File: src/rtl/eep_arb_if.sv
// Requester and EEPROM signal bundle for eep_arb_ctrl.
// Handshake: reqN is a level held until doneN; gntN/doneN are one-cycle pulses; requester inputs are sampled only in the grant.
interface eep_arb_if;
    logic        req0;
    logic        req0_wr;
    logic [1:0]  req0_addr;
    logic [11:0] req0_wdata;
    logic        req1;
    logic        req1_wr;
    logic [1:0]  req1_addr;
    logic [11:0] req1_wdata;
    logic        gnt0;
    logic        gnt1;
    logic        done0;
    logic        done1;
    logic [11:0] rd_data;
    logic        busy;
    logic        wr_err;
    logic [11:0] eep_rd_data;
    logic [1:0]  eep_addr;
    logic        eep_cs_n;
    logic        eep_r_w_n;
    logic [11:0] dst;
    logic        chrg_pmp_en;

    modport slave (
        input  req0, req0_wr, req0_addr, req0_wdata,
        input  req1, req1_wr, req1_addr, req1_wdata,
        input  eep_rd_data,
        output gnt0, gnt1, done0, done1, rd_data, busy, wr_err,
        output eep_addr, eep_cs_n, eep_r_w_n, dst, chrg_pmp_en
    );

    modport master (
        output req0, req0_wr, req0_addr, req0_wdata,
        output req1, req1_wr, req1_addr, req1_wdata,
        output eep_rd_data,
        input  gnt0, gnt1, done0, done1, rd_data, busy, wr_err,
        input  eep_addr, eep_cs_n, eep_r_w_n, dst, chrg_pmp_en
    );
endinterface

File: src/rtl/eep_arb_ctrl.sv
// Round-robin arbiter and access sequencer for the 4x12 calibration EEPROM, including the charge-pump write window.
// Optional write read-back verify is enabled with `define EEP_WR_VERIFY_EN.
module eep_arb_ctrl #(
    parameter int unsigned CP_CYCLES = 1500000,
    parameter int unsigned RD_WAIT   = 2,
    parameter int unsigned CPW       = 21
) (
    input  logic       clk,
    input  logic       rst_n,
    eep_arb_if.slave   bus,
    output logic [2:0] dbg_state_o
);

    typedef enum logic [2:0] {
        S_IDLE, S_GNT, S_RD, S_WR_SU, S_WR_PMP, S_WR_HLD, S_VRFY_RD, S_DONE
    } state_t;

    state_t           state_q, state_d;
    logic [CPW-1:0]   cnt_q, cnt_d;
    logic             wr_q, wr_d;
    logic             owner_q, owner_d;
    logic [1:0]       addr_q, addr_d;
    logic [11:0]      dst_q, dst_d;
    logic [11:0]      rd_data_q, rd_data_d;
    logic             gnt0_q, gnt1_q, done0_q, done1_q;
    logic             cs_n_q, r_w_n_q, pmp_q, busy_q;
`ifdef EEP_WR_VERIFY_EN
    logic             wr_err_q, wr_err_d;
`endif

    always_comb begin
        state_d   = state_q;
        cnt_d     = cnt_q;
        wr_d      = wr_q;
        owner_d   = owner_q;
        addr_d    = addr_q;
        dst_d     = dst_q;
        rd_data_d = rd_data_q;
`ifdef EEP_WR_VERIFY_EN
        wr_err_d  = wr_err_q;
`endif
        case (state_q)
            S_IDLE: begin
                if (bus.req0 || bus.req1) begin
                    // On a tie the requester not granted last wins
                    owner_d = (bus.req0 && bus.req1) ? ~owner_q : bus.req1;
                    wr_d    = owner_d ? bus.req1_wr    : bus.req0_wr;
                    addr_d  = owner_d ? bus.req1_addr  : bus.req0_addr;
                    dst_d   = owner_d ? bus.req1_wdata : bus.req0_wdata;
`ifdef EEP_WR_VERIFY_EN
                    wr_err_d = 1'b0;
`endif
                    state_d = S_GNT;
                end
            end
            S_GNT: begin
                if (wr_q) begin
                    state_d = S_WR_SU;
                end else begin
                    cnt_d   = CPW'(RD_WAIT);
                    state_d = S_RD;
                end
            end
            S_RD: begin
                if (cnt_q == CPW'(1)) begin
                    rd_data_d = bus.eep_rd_data;
                    state_d   = S_DONE;
                end else begin
                    cnt_d = cnt_q - CPW'(1);
                end
            end
            S_WR_SU: begin
                cnt_d   = CPW'(CP_CYCLES);
                state_d = S_WR_PMP;
            end
            S_WR_PMP: begin
                if (cnt_q == CPW'(1)) begin
                    state_d = S_WR_HLD;
                end else begin
                    cnt_d = cnt_q - CPW'(1);
                end
            end
            S_WR_HLD: begin
`ifdef EEP_WR_VERIFY_EN
                cnt_d   = CPW'(RD_WAIT);
                state_d = S_VRFY_RD;
`else
                state_d = S_DONE;
`endif
            end
`ifdef EEP_WR_VERIFY_EN
            S_VRFY_RD: begin
                if (cnt_q == CPW'(1)) begin
                    rd_data_d = bus.eep_rd_data;
                    wr_err_d  = (bus.eep_rd_data != dst_q);
                    state_d   = S_DONE;
                end else begin
                    cnt_d = cnt_q - CPW'(1);
                end
            end
`endif
            S_DONE:  state_d = S_IDLE;
            default: state_d = S_IDLE;
        endcase
    end

    // Bus outputs are registered decodes of the next state, so they line up with state_q
    always_ff @(posedge clk or negedge rst_n) begin
        if (!rst_n) begin
            state_q   <= S_IDLE;
            cnt_q     <= '0;
            wr_q      <= 1'b0;
            owner_q   <= 1'b1;
            addr_q    <= 2'd0;
            dst_q     <= 12'd0;
            rd_data_q <= 12'd0;
            gnt0_q    <= 1'b0;
            gnt1_q    <= 1'b0;
            done0_q   <= 1'b0;
            done1_q   <= 1'b0;
            cs_n_q    <= 1'b1;
            r_w_n_q   <= 1'b1;
            pmp_q     <= 1'b0;
            busy_q    <= 1'b0;
        end else begin
            state_q   <= state_d;
            cnt_q     <= cnt_d;
            wr_q      <= wr_d;
            owner_q   <= owner_d;
            addr_q    <= addr_d;
            dst_q     <= dst_d;
            rd_data_q <= rd_data_d;
            gnt0_q    <= (state_d == S_GNT)  && !owner_d;
            gnt1_q    <= (state_d == S_GNT)  &&  owner_d;
            done0_q   <= (state_d == S_DONE) && !owner_d;
            done1_q   <= (state_d == S_DONE) &&  owner_d;
            cs_n_q    <= !(state_d inside {S_RD, S_WR_SU, S_WR_PMP, S_WR_HLD, S_VRFY_RD});
            r_w_n_q   <= !(state_d inside {S_WR_SU, S_WR_PMP, S_WR_HLD});
            pmp_q     <= (state_d == S_WR_PMP);
            busy_q    <= (state_d != S_IDLE);
        end
    end

`ifdef EEP_WR_VERIFY_EN
    always_ff @(posedge clk or negedge rst_n) begin
        if (!rst_n) begin
            wr_err_q <= 1'b0;
        end else begin
            wr_err_q <= wr_err_d;
        end
    end
    assign bus.wr_err = wr_err_q;
`else
    assign bus.wr_err = 1'b0;
`endif

    assign bus.gnt0        = gnt0_q;
    assign bus.gnt1        = gnt1_q;
    assign bus.done0       = done0_q;
    assign bus.done1       = done1_q;
    assign bus.rd_data     = rd_data_q;
    assign bus.busy        = busy_q;
    assign bus.eep_addr    = addr_q;
    assign bus.eep_cs_n    = cs_n_q;
    assign bus.eep_r_w_n   = r_w_n_q;
    assign bus.dst         = dst_q;
    assign bus.chrg_pmp_en = pmp_q;
    assign dbg_state_o     = state_q;

endmodule

File: src/flat_wrapper.sv
// flat-port wrapper written by rule: the top's interface ports become plain ports
module eep_arb_ctrl_flat 
#(
    parameter int unsigned CP_CYCLES = 1500000,
    parameter int unsigned RD_WAIT   = 2,
    parameter int unsigned CPW       = 21
)
  (clk, rst_n, dbg_state_o, bus_req0, bus_req0_wr, bus_req0_addr, bus_req0_wdata, bus_req1, bus_req1_wr, bus_req1_addr, bus_req1_wdata, bus_eep_rd_data, bus_gnt0, bus_gnt1, bus_done0, bus_done1, bus_rd_data, bus_busy, bus_wr_err, bus_eep_addr, bus_eep_cs_n, bus_eep_r_w_n, bus_dst, bus_chrg_pmp_en);
  eep_arb_if bus_i ();
  input  logic clk;
  input  logic rst_n;
  output logic [2:0] dbg_state_o;
  input wire logic [$bits(bus_i.req0)-1:0] bus_req0;
  input wire logic [$bits(bus_i.req0_wr)-1:0] bus_req0_wr;
  input wire logic [$bits(bus_i.req0_addr)-1:0] bus_req0_addr;
  input wire logic [$bits(bus_i.req0_wdata)-1:0] bus_req0_wdata;
  input wire logic [$bits(bus_i.req1)-1:0] bus_req1;
  input wire logic [$bits(bus_i.req1_wr)-1:0] bus_req1_wr;
  input wire logic [$bits(bus_i.req1_addr)-1:0] bus_req1_addr;
  input wire logic [$bits(bus_i.req1_wdata)-1:0] bus_req1_wdata;
  input wire logic [$bits(bus_i.eep_rd_data)-1:0] bus_eep_rd_data;
  output wire logic [$bits(bus_i.gnt0)-1:0] bus_gnt0;
  output wire logic [$bits(bus_i.gnt1)-1:0] bus_gnt1;
  output wire logic [$bits(bus_i.done0)-1:0] bus_done0;
  output wire logic [$bits(bus_i.done1)-1:0] bus_done1;
  output wire logic [$bits(bus_i.rd_data)-1:0] bus_rd_data;
  output wire logic [$bits(bus_i.busy)-1:0] bus_busy;
  output wire logic [$bits(bus_i.wr_err)-1:0] bus_wr_err;
  output wire logic [$bits(bus_i.eep_addr)-1:0] bus_eep_addr;
  output wire logic [$bits(bus_i.eep_cs_n)-1:0] bus_eep_cs_n;
  output wire logic [$bits(bus_i.eep_r_w_n)-1:0] bus_eep_r_w_n;
  output wire logic [$bits(bus_i.dst)-1:0] bus_dst;
  output wire logic [$bits(bus_i.chrg_pmp_en)-1:0] bus_chrg_pmp_en;
  assign bus_i.req0 = bus_req0;
  assign bus_i.req0_wr = bus_req0_wr;
  assign bus_i.req0_addr = bus_req0_addr;
  assign bus_i.req0_wdata = bus_req0_wdata;
  assign bus_i.req1 = bus_req1;
  assign bus_i.req1_wr = bus_req1_wr;
  assign bus_i.req1_addr = bus_req1_addr;
  assign bus_i.req1_wdata = bus_req1_wdata;
  assign bus_i.eep_rd_data = bus_eep_rd_data;
  assign bus_gnt0 = bus_i.gnt0;
  assign bus_gnt1 = bus_i.gnt1;
  assign bus_done0 = bus_i.done0;
  assign bus_done1 = bus_i.done1;
  assign bus_rd_data = bus_i.rd_data;
  assign bus_busy = bus_i.busy;
  assign bus_wr_err = bus_i.wr_err;
  assign bus_eep_addr = bus_i.eep_addr;
  assign bus_eep_cs_n = bus_i.eep_cs_n;
  assign bus_eep_r_w_n = bus_i.eep_r_w_n;
  assign bus_dst = bus_i.dst;
  assign bus_chrg_pmp_en = bus_i.chrg_pmp_en;
  eep_arb_ctrl #(.CP_CYCLES(CP_CYCLES), .RD_WAIT(RD_WAIT), .CPW(CPW)) u_core (.clk(clk), .rst_n(rst_n), .bus(bus_i), .dbg_state_o(dbg_state_o));
endmodule
File: config.mk
export PLATFORM = sky130hd
export DESIGN_NAME = eep_arb_ctrl_flat
export DESIGN_NICKNAME = d
export VERILOG_FILES = /design/src/rtl/eep_arb_if.sv /design/src/rtl/eep_arb_ctrl.sv /design/src/flat_wrapper.sv
export SDC_FILE = /design/constraint.sdc
export NUM_CORES = 1
export LEC_CHECK = 0
export CAP_MARGIN = 20
export CORE_MARGIN = 2
export CORE_UTILIZATION = 48
export CTS_CLUSTER_SIZE = 24
export DETAILED_ROUTE_END_ITERATION = 8
export GPL_ROUTABILITY_DRIVEN = 0
export PLACE_DENSITY = 0.88
export SLEW_MARGIN = 30
export SYNTH_ARGS = -nofsm -noshare
export SYNTH_HDL_FRONTEND = slang
export SYNTH_SLANG_ARGS = --single-unit
File: constraint.sdc
create_clock -name clk -period 3.08 [get_ports clk]
set_input_delay 0.77 -clock clk [delete_from_list [all_inputs] [get_ports clk]]
set_output_delay 0.77 -clock clk [all_outputs]
set_load 0.1 [all_outputs]
==> qor.yml, run 1 <==
drtPass1Iterations: 4
multi_input_area_um2: 1460
cts.sinks: 60
fin_nets: 428
grt_pass1_wl_um: 12400
wl_per_cell_um: 16.0
synth.distinct_cells: 52
cts_max_level: 3
ant_nets: 0
crit_path_max_fanout: 9
clock_skew_ps: 8.50
antenna_found_initial: 0
r2r_cells: 5
yosys.area.top_type: "dfrtp_1"
grt-ovfl-total: 0
r2r-end: "u_core.cnt_q[9]$_DFFE_PN0P_"
critPathKind: "flip-flop to flip-flop"
cts_setup_buffers: 0
grt_usage_pct: 22.2
clk_pin_slew_worst_paths_ps: 70
synth_ff_type: "dfrtp_1"
fp-row-count: 29
cp-end-kind: "flip-flop"
place_hpwl_um: 5380
worst_path_largest_cell_delay_ps: 530
finalHoldViolations: 0
die_height_um: 83.8
critPathLaunchType: "flip-flop"
grt_pass1_vias: 2630
post-route-util_pct: 65.4
min_period_ps: 2510
tightest_slew_ps: 811
drc_errors: 0
r2r-start: "u_core.cnt_q[14]$_DFFE_PN0P_"
syn_area_um2: 3060
cts_hold_buffers: 0
clock.fmax_ghz: 0.399
grt_max_degree: 33
relSlewSlack_pct: 45.9
synthTopCellsByArea: "dfrtp_1 47%, mux2i_1 5.2%, o21ai_0 4.4%"
synth-seq-cells: 60
critical_path_arrival_ps: 2700
synth_top_area_share_pct: 46.6
ff2ff_setup_slack_ps: 570
drt_iter0_markers: 260
outcome: "finished, final reports clean"
setup_viol: 0
core-area_um2: 6240
yosysSeqAreaShare_pct: 49.2
clockBufferDepth: 2
io_pins: 84
clockRootBuffer: "clkbuf_8"
syn2layout_area_growth_pct: 33.4
io_buffer_count: 82
synth_cells: 296
syn_avg_cell_area_um2: 10.3
finalSetupTns_ps: 0
seq_area_um2: 1510
cts_resized: 0
cts_buffers: 9
dieArea_um2: 7020
slowest_stage: "nor4_2"
synth_edf_count: 0
report.final.slew_viol_count: 0
insertion_delay_ps: 350
syn-num-nets: 344
crit_end: "u_core.cnt_q[9]$_DFFE_PN0P_"
fp.dieW_um: 83.8
yosysMostFrequentCell: "dfrtp_1"
final_layout_size_suffix_gt1_share_pct: 24.9
vias: 2707
fill_cells: 494
n_antenna_cell: 0
initial_core_util_pct: 49.0
hold_path_class: "input port to asynchronous set/reset pin"
crit_path_start: "u_core.cnt_q[14]$_DFFE_PN0P_"
path_cells: "nor4_2, nand3b_1, o21ai_1, and3_1, o311ai_0"
wl_um: 7410
synthTopCellsByCount: "57 x dfrtp_1, 27 x nand2_1, 27 x o21ai_0"
finalCritPeriodShare_pct: 81.4
worstPathRequired_ps: 3280
max_cap_viol_count: 0
yosysWarnings: 0
cts_tree: "yes"
viasPerCell: 5.86
rsz0062_at_grt: "no"
async_reset_ff_share_pct: 100
[critical path, delay by kind of cell, from the launching register on]
kind | cells | cell delay (ps)
and+or+nand+nor | 3 | 1300
AOI/OAI and AO/OA | 2 | 620
DFF | 1 | 430
[stage by stage]
stage	instance area, µm²	setup WS (ps)	instances	hold WS (ps)
after global routing	4080	321	462	501
after detailed placement	3880	615	446	471
after floorplan	3060	390	296	471
final	4080	573	462	462
after global placement	3880	743	446	464
after CTS	4080	595	462	481
[flip-flops by register name (all words and copies together), names as in the netlist, 2 cells and up]
name,flops
u_core.cnt_q,21
u_core.bus.dst,12
u_core.bus.rd_data,12
u_core.dbg_state_o,3
u_core.bus.eep_addr,2
[layer usage]
metal | vias up | track usage (%) | wire, µm
met5 | - | 0 | 0
met1 | 1303 | 27.1 | 2960
met4 | 0 | 12.3 | 192
met3 | 16 | 4.35 | 513
li1 | 1275 | - | -
met2 | 113 | 37.0 | 3740
[cell type report]
type / instances / share of cell area (%)
multi-input combinational: 214 / 35.9
timing repair buffer: 90 / 19.5
tap: 77 / 2.36
clock buffer: 9 / 3.04
clock inverter: 7 / 1.87
sequential: 60 / 36.9
inverter: 5 / 0.460
[cells in the final DEF (no fill, tap or decap), types with 2 or more instances in the layout]
| cell type | instances |
|---|---|
| dfrtp_1 | 57 |
| clkdlybuf4s50_1 | 44 |
| buf_4 | 44 |
| nand2_1 | 27 |
| o21ai_0 | 26 |
| nor2_1 | 18 |
| mux2i_1 | 16 |
| o31ai_1 | 16 |
| a21oi_1 | 15 |
| mux2_2 | 12 |
| a31oi_1 | 9 |
| clkbuf_8 | 9 |
| or4_1 | 7 |
| inv_1 | 5 |
| nor3_1 | 5 |
| nand2b_1 | 4 |
| nor4_4 | 3 |
| nor4_1 | 3 |
| o21a_1 | 3 |
| nand3_1 | 3 |
| or3_2 | 3 |
| dfstp_2 | 3 |
| nor4_2 | 2 |
| nand3b_1 | 2 |
| nand4_1 | 2 |
| a22oi_1 | 2 |
| and2_1 | 2 |
| nor2b_1 | 2 |
| or2_2 | 2 |
| a21o_1 | 2 |
| and3_1 | 2 |
| or4_4 | 2 |
| nor3_2 | 2 |
| a2111o_1 | 2 |
| o311ai_0 | 2 |
| ha_1 | 2 |
| clkinvlp_4 | 2 |
| clkinv_4 | 2 |
[worst min-delay path by stage]
| stage | startpoint | end | slack, ps | cells after the start |
|---|---|---|---|---|
| 6_report | rst_n | u_core.cnt_q[19]$_DFFE_PN0P_ | 460 | 1 |
| 2_1_floorplan | rst_n | u_core.bus.busy$_DFF_PN0_ | 470 | 0 |
| 3_3_place_gp | u_core.bus.dst[2]$_DFFE_PN0P_ | u_core.bus.dst[2]$_DFFE_PN0P_ | 460 | 2 |
| 3_5_place_dp | u_core.bus.dst[7]$_DFFE_PN0P_ | u_core.bus.dst[7]$_DFFE_PN0P_ | 470 | 2 |
| 5_1_grt | u_core.bus.eep_addr[1]$_DFFE_PN0P_ | u_core.bus.eep_addr[1]$_DFFE_PN0P_ | 500 | 2 |
| 4_1_cts | rst_n | u_core.bus.dst[1]$_DFFE_PN0P_ | 480 | 1 |
[cells by family after synthesis]
| group | Yosys count | share of synthesized area (%) |
|---|---|---|
| muxes | 29 | 10.0 |
| DFF | 60 | 49.2 |
| and+or+nand+nor | 94 | 18.2 |
| other | 1 | 0.123 |
| AOI/OAI and AO/OA | 88 | 18.3 |
| buffers and inverters | 22 | 3.36 |
| adders and majority gates | 2 | 0.818 |
Power of run 1 is not shown: default switching activity piles up to over one toggle a cycle in this logic, so the estimate is an artifact.
==> inputs of run 2 (changes only) <==
--- a/config.mk
+++ b/config.mk
@@ -7,11 +7,11 @@
 export LEC_CHECK = 0
 export CAP_MARGIN = 20
 export CORE_MARGIN = 2
-export CORE_UTILIZATION = 48
+export CORE_UTILIZATION = 44
 export CTS_CLUSTER_SIZE = 24
 export DETAILED_ROUTE_END_ITERATION = 8
 export GPL_ROUTABILITY_DRIVEN = 0
-export PLACE_DENSITY = 0.88
+export PLACE_DENSITY = 0.85
 export SLEW_MARGIN = 30
 export SYNTH_ARGS = -nofsm -noshare
 export SYNTH_HDL_FRONTEND = slang
==> constraint.sdc (replaced) <==
create_clock -name clk -period 2.1 [get_ports clk]
set_input_delay 0.525 -clock clk [delete_from_list [all_inputs] [get_ports clk]]
set_output_delay 0.525 -clock clk [all_outputs]
set_load 0.1 [all_outputs]
==> qor.yml, run 2 (synthesis gave the netlist of run 1 again) <==
outcome: "finished, final reports clean"
largest_register_ffs: 21  # unchanged
clockBufferDepth: 2  # unchanged
fp-row-count: 30  # +3.4%
r2r-start: "u_core.cnt_q[10]$_DFFE_PN0P_"
setup_viol: 0  # unchanged
viasPerCell: 5.79  # -1.2%
wl_per_cell_um: 16.1  # +0.28%
grt_usage_pct: 21.4  # -0.85 points
finalHoldViolations: 0  # unchanged
dp.cells: 472  # +5.8%
mostFrequentLayoutCells: "64 x buf_4, 50 x dfrtp_1, 44 x clkdlybuf4s50_1"
grt-ovfl-total: 0  # unchanged
grt_pass1_vias: 2760  # +4.9%
max_cap_viol_count: 0  # unchanged
grt_max_degree: 30  # -9.1%
cp-end-kind: "flip-flop"
worst_path_largest_cell_delay_ps: 600  # +70 ps
drc_errors: 0  # unchanged
ff2ff_setup_slack_ps: 50  # -530 ps
layout.cells.non_filler: 491  # +6.3%
worst-path-buf-inv: 0  # unchanged
syn2layout_area_growth_pct: 45.1
drtPass1Iterations: 6  # +2
cts_tree: "yes"
finalCritPeriodShare_pct: 97.7  # +16 points
critPathLaunchType: "flip-flop"
clock_skew_ps: 7.86  # -0.643 ps
grt_pass1_wl_um: 12700  # +2.7%
io_buffer_count: 82  # unchanged
critPathKind: "flip-flop to flip-flop"
rsz0062_at_grt: "yes"
cts_buffers: 9  # unchanged
fin_nets: 454  # +6.1%
hold_path_class: "input port to asynchronous set/reset pin"
io_pins: 84  # unchanged
drt_iter0_markers: 225  # -13%
clk_pin_slew_worst_paths_ps: 70  # about the same
crit_path_start: "u_core.cnt_q[10]$_DFFE_PN0P_"
initial_core_util_pct: 45.3  # -3.7 points
fill_cells: 514  # +4.0%
crit_path_frequent_cell: "or4_4"
clock.fmax_ghz: 0.487  # +22%
clockRootBuffer: "clkbuf_8"
top_register: "u_core.cnt_q"
worstPathRequired_ps: 2380  # -900 ps
place_hpwl_um: 5900  # +9.8%
cts.sinks: 60  # unchanged
insertion_delay_ps: 350  # about the same
r2r_cells: 5  # unchanged
cts_max_level: 3  # unchanged
crit_path_max_fanout: 5  # -4
ant_nets: 0  # unchanged
path_cells: "or4_4, nor4_4, nand2_1, or4_4, a21oi_2"
slowest_stage: "or4_4"
n_antenna_cell: 0  # unchanged
min_period_ps: 2050  # -455 ps
die_height_um: 87.4  # +4.2%
critical_path_arrival_ps: 2330  # -370 ps
report.final.slew_viol_count: 0  # unchanged
vias: 2841  # +5.0%
r2r-end: "u_core.cnt_q[19]$_DFFE_PN0P_"
antenna_found_initial: 0  # unchanged
layout_commonest_cell: "buf_4"
core-area_um2: 6760  # +8.3%
fp.dieW_um: 87.4  # +4.2%
final_layout_size_suffix_gt1_share_pct: 34.5  # +9.6 points
wl_um: 7900  # +6.6%
crit_family: "simple AND/OR/NAND/NOR gates"
dieArea_um2: 7630  # +8.7%
-- run 2: timing repair --
| item | 4_1_cts | 5_1_grt |
|---|---|---|
| setup buffers | 0 | 3 |
| endpoints found under the hold margin | 0 | 0 |
| gates resized for setup | 0 | 19 |
| hold buffers | 0 | 0 |
| setup endpoints to repair | 0 | 27 |
-- run 2: worst reg2reg max path, delay by kind of cell (launching register included) --
kind	cells	cell delay, ps
DFF	1	430
AOI/OAI and AO/OA	1	120
and+or+nand+nor	4	1430
-- run 2: worst max path at each step --
stage / endpoint / slack, ps / cells after the start
3_5_place_dp: u_core.cnt_q[7]$_DFFE_PN0P_ / 30 / 4
2_1_floorplan: u_core.cnt_q[16]$_DFFE_PN0P_ / 3 / 5
3_3_place_gp: u_core.bus.rd_data[7]$_DFFE_PN0P_ / 50 / 6
4_1_cts: u_core.cnt_q[7]$_DFFE_PN0P_ / 20 / 4
6_report: u_core.cnt_q[19]$_DFFE_PN0P_ / 50 / 5
5_1_grt: u_core.bus.rd_data[2]$_DFFE_PN0P_ / -30 / 7
-- run 2: per-stage QoR --
step	setup WS (ps)	area [µm²]	utilization (%)	hold WS, ps	TNS [ps]
2_1_floorplan	3.33	3120	-	229	0
3_3_place_gp	52.5	4180	61.8	438	0
3_5_place_dp	26.6	4180	61.8	437	0
4_1_cts	21.3	4350	64.4	64.5	0
5_1_grt	-31.1	4440	65.7	84.5	-265
6_report	47.6	4440	65.7	71.4	0
-- run 2: layout make-up --
cell class              count  area (µm²)  area share (%)
well taps                  80         100            2.26
multi-input cells         214        1560            35.0
clock inverters             7        52.6            1.18
inverters                   5        18.8           0.423
clock buffers               9         124            2.79
flip-flops and latches     60        1520            34.3
repair buffers            116        1070            24.0
-- run 2: per-layer routing --
metal	up-vias	share of wire, %	track usage [%]	routed length, µm
met3	16	7.1	4.55	562
met2	133	50	33.5	3930
met1	1372	41	27.5	3250
met4	0	2.0	11.9	156
li1	1320	-	-	-
met5	-	0	0	0
Power of run 2 is left out for the same reason.
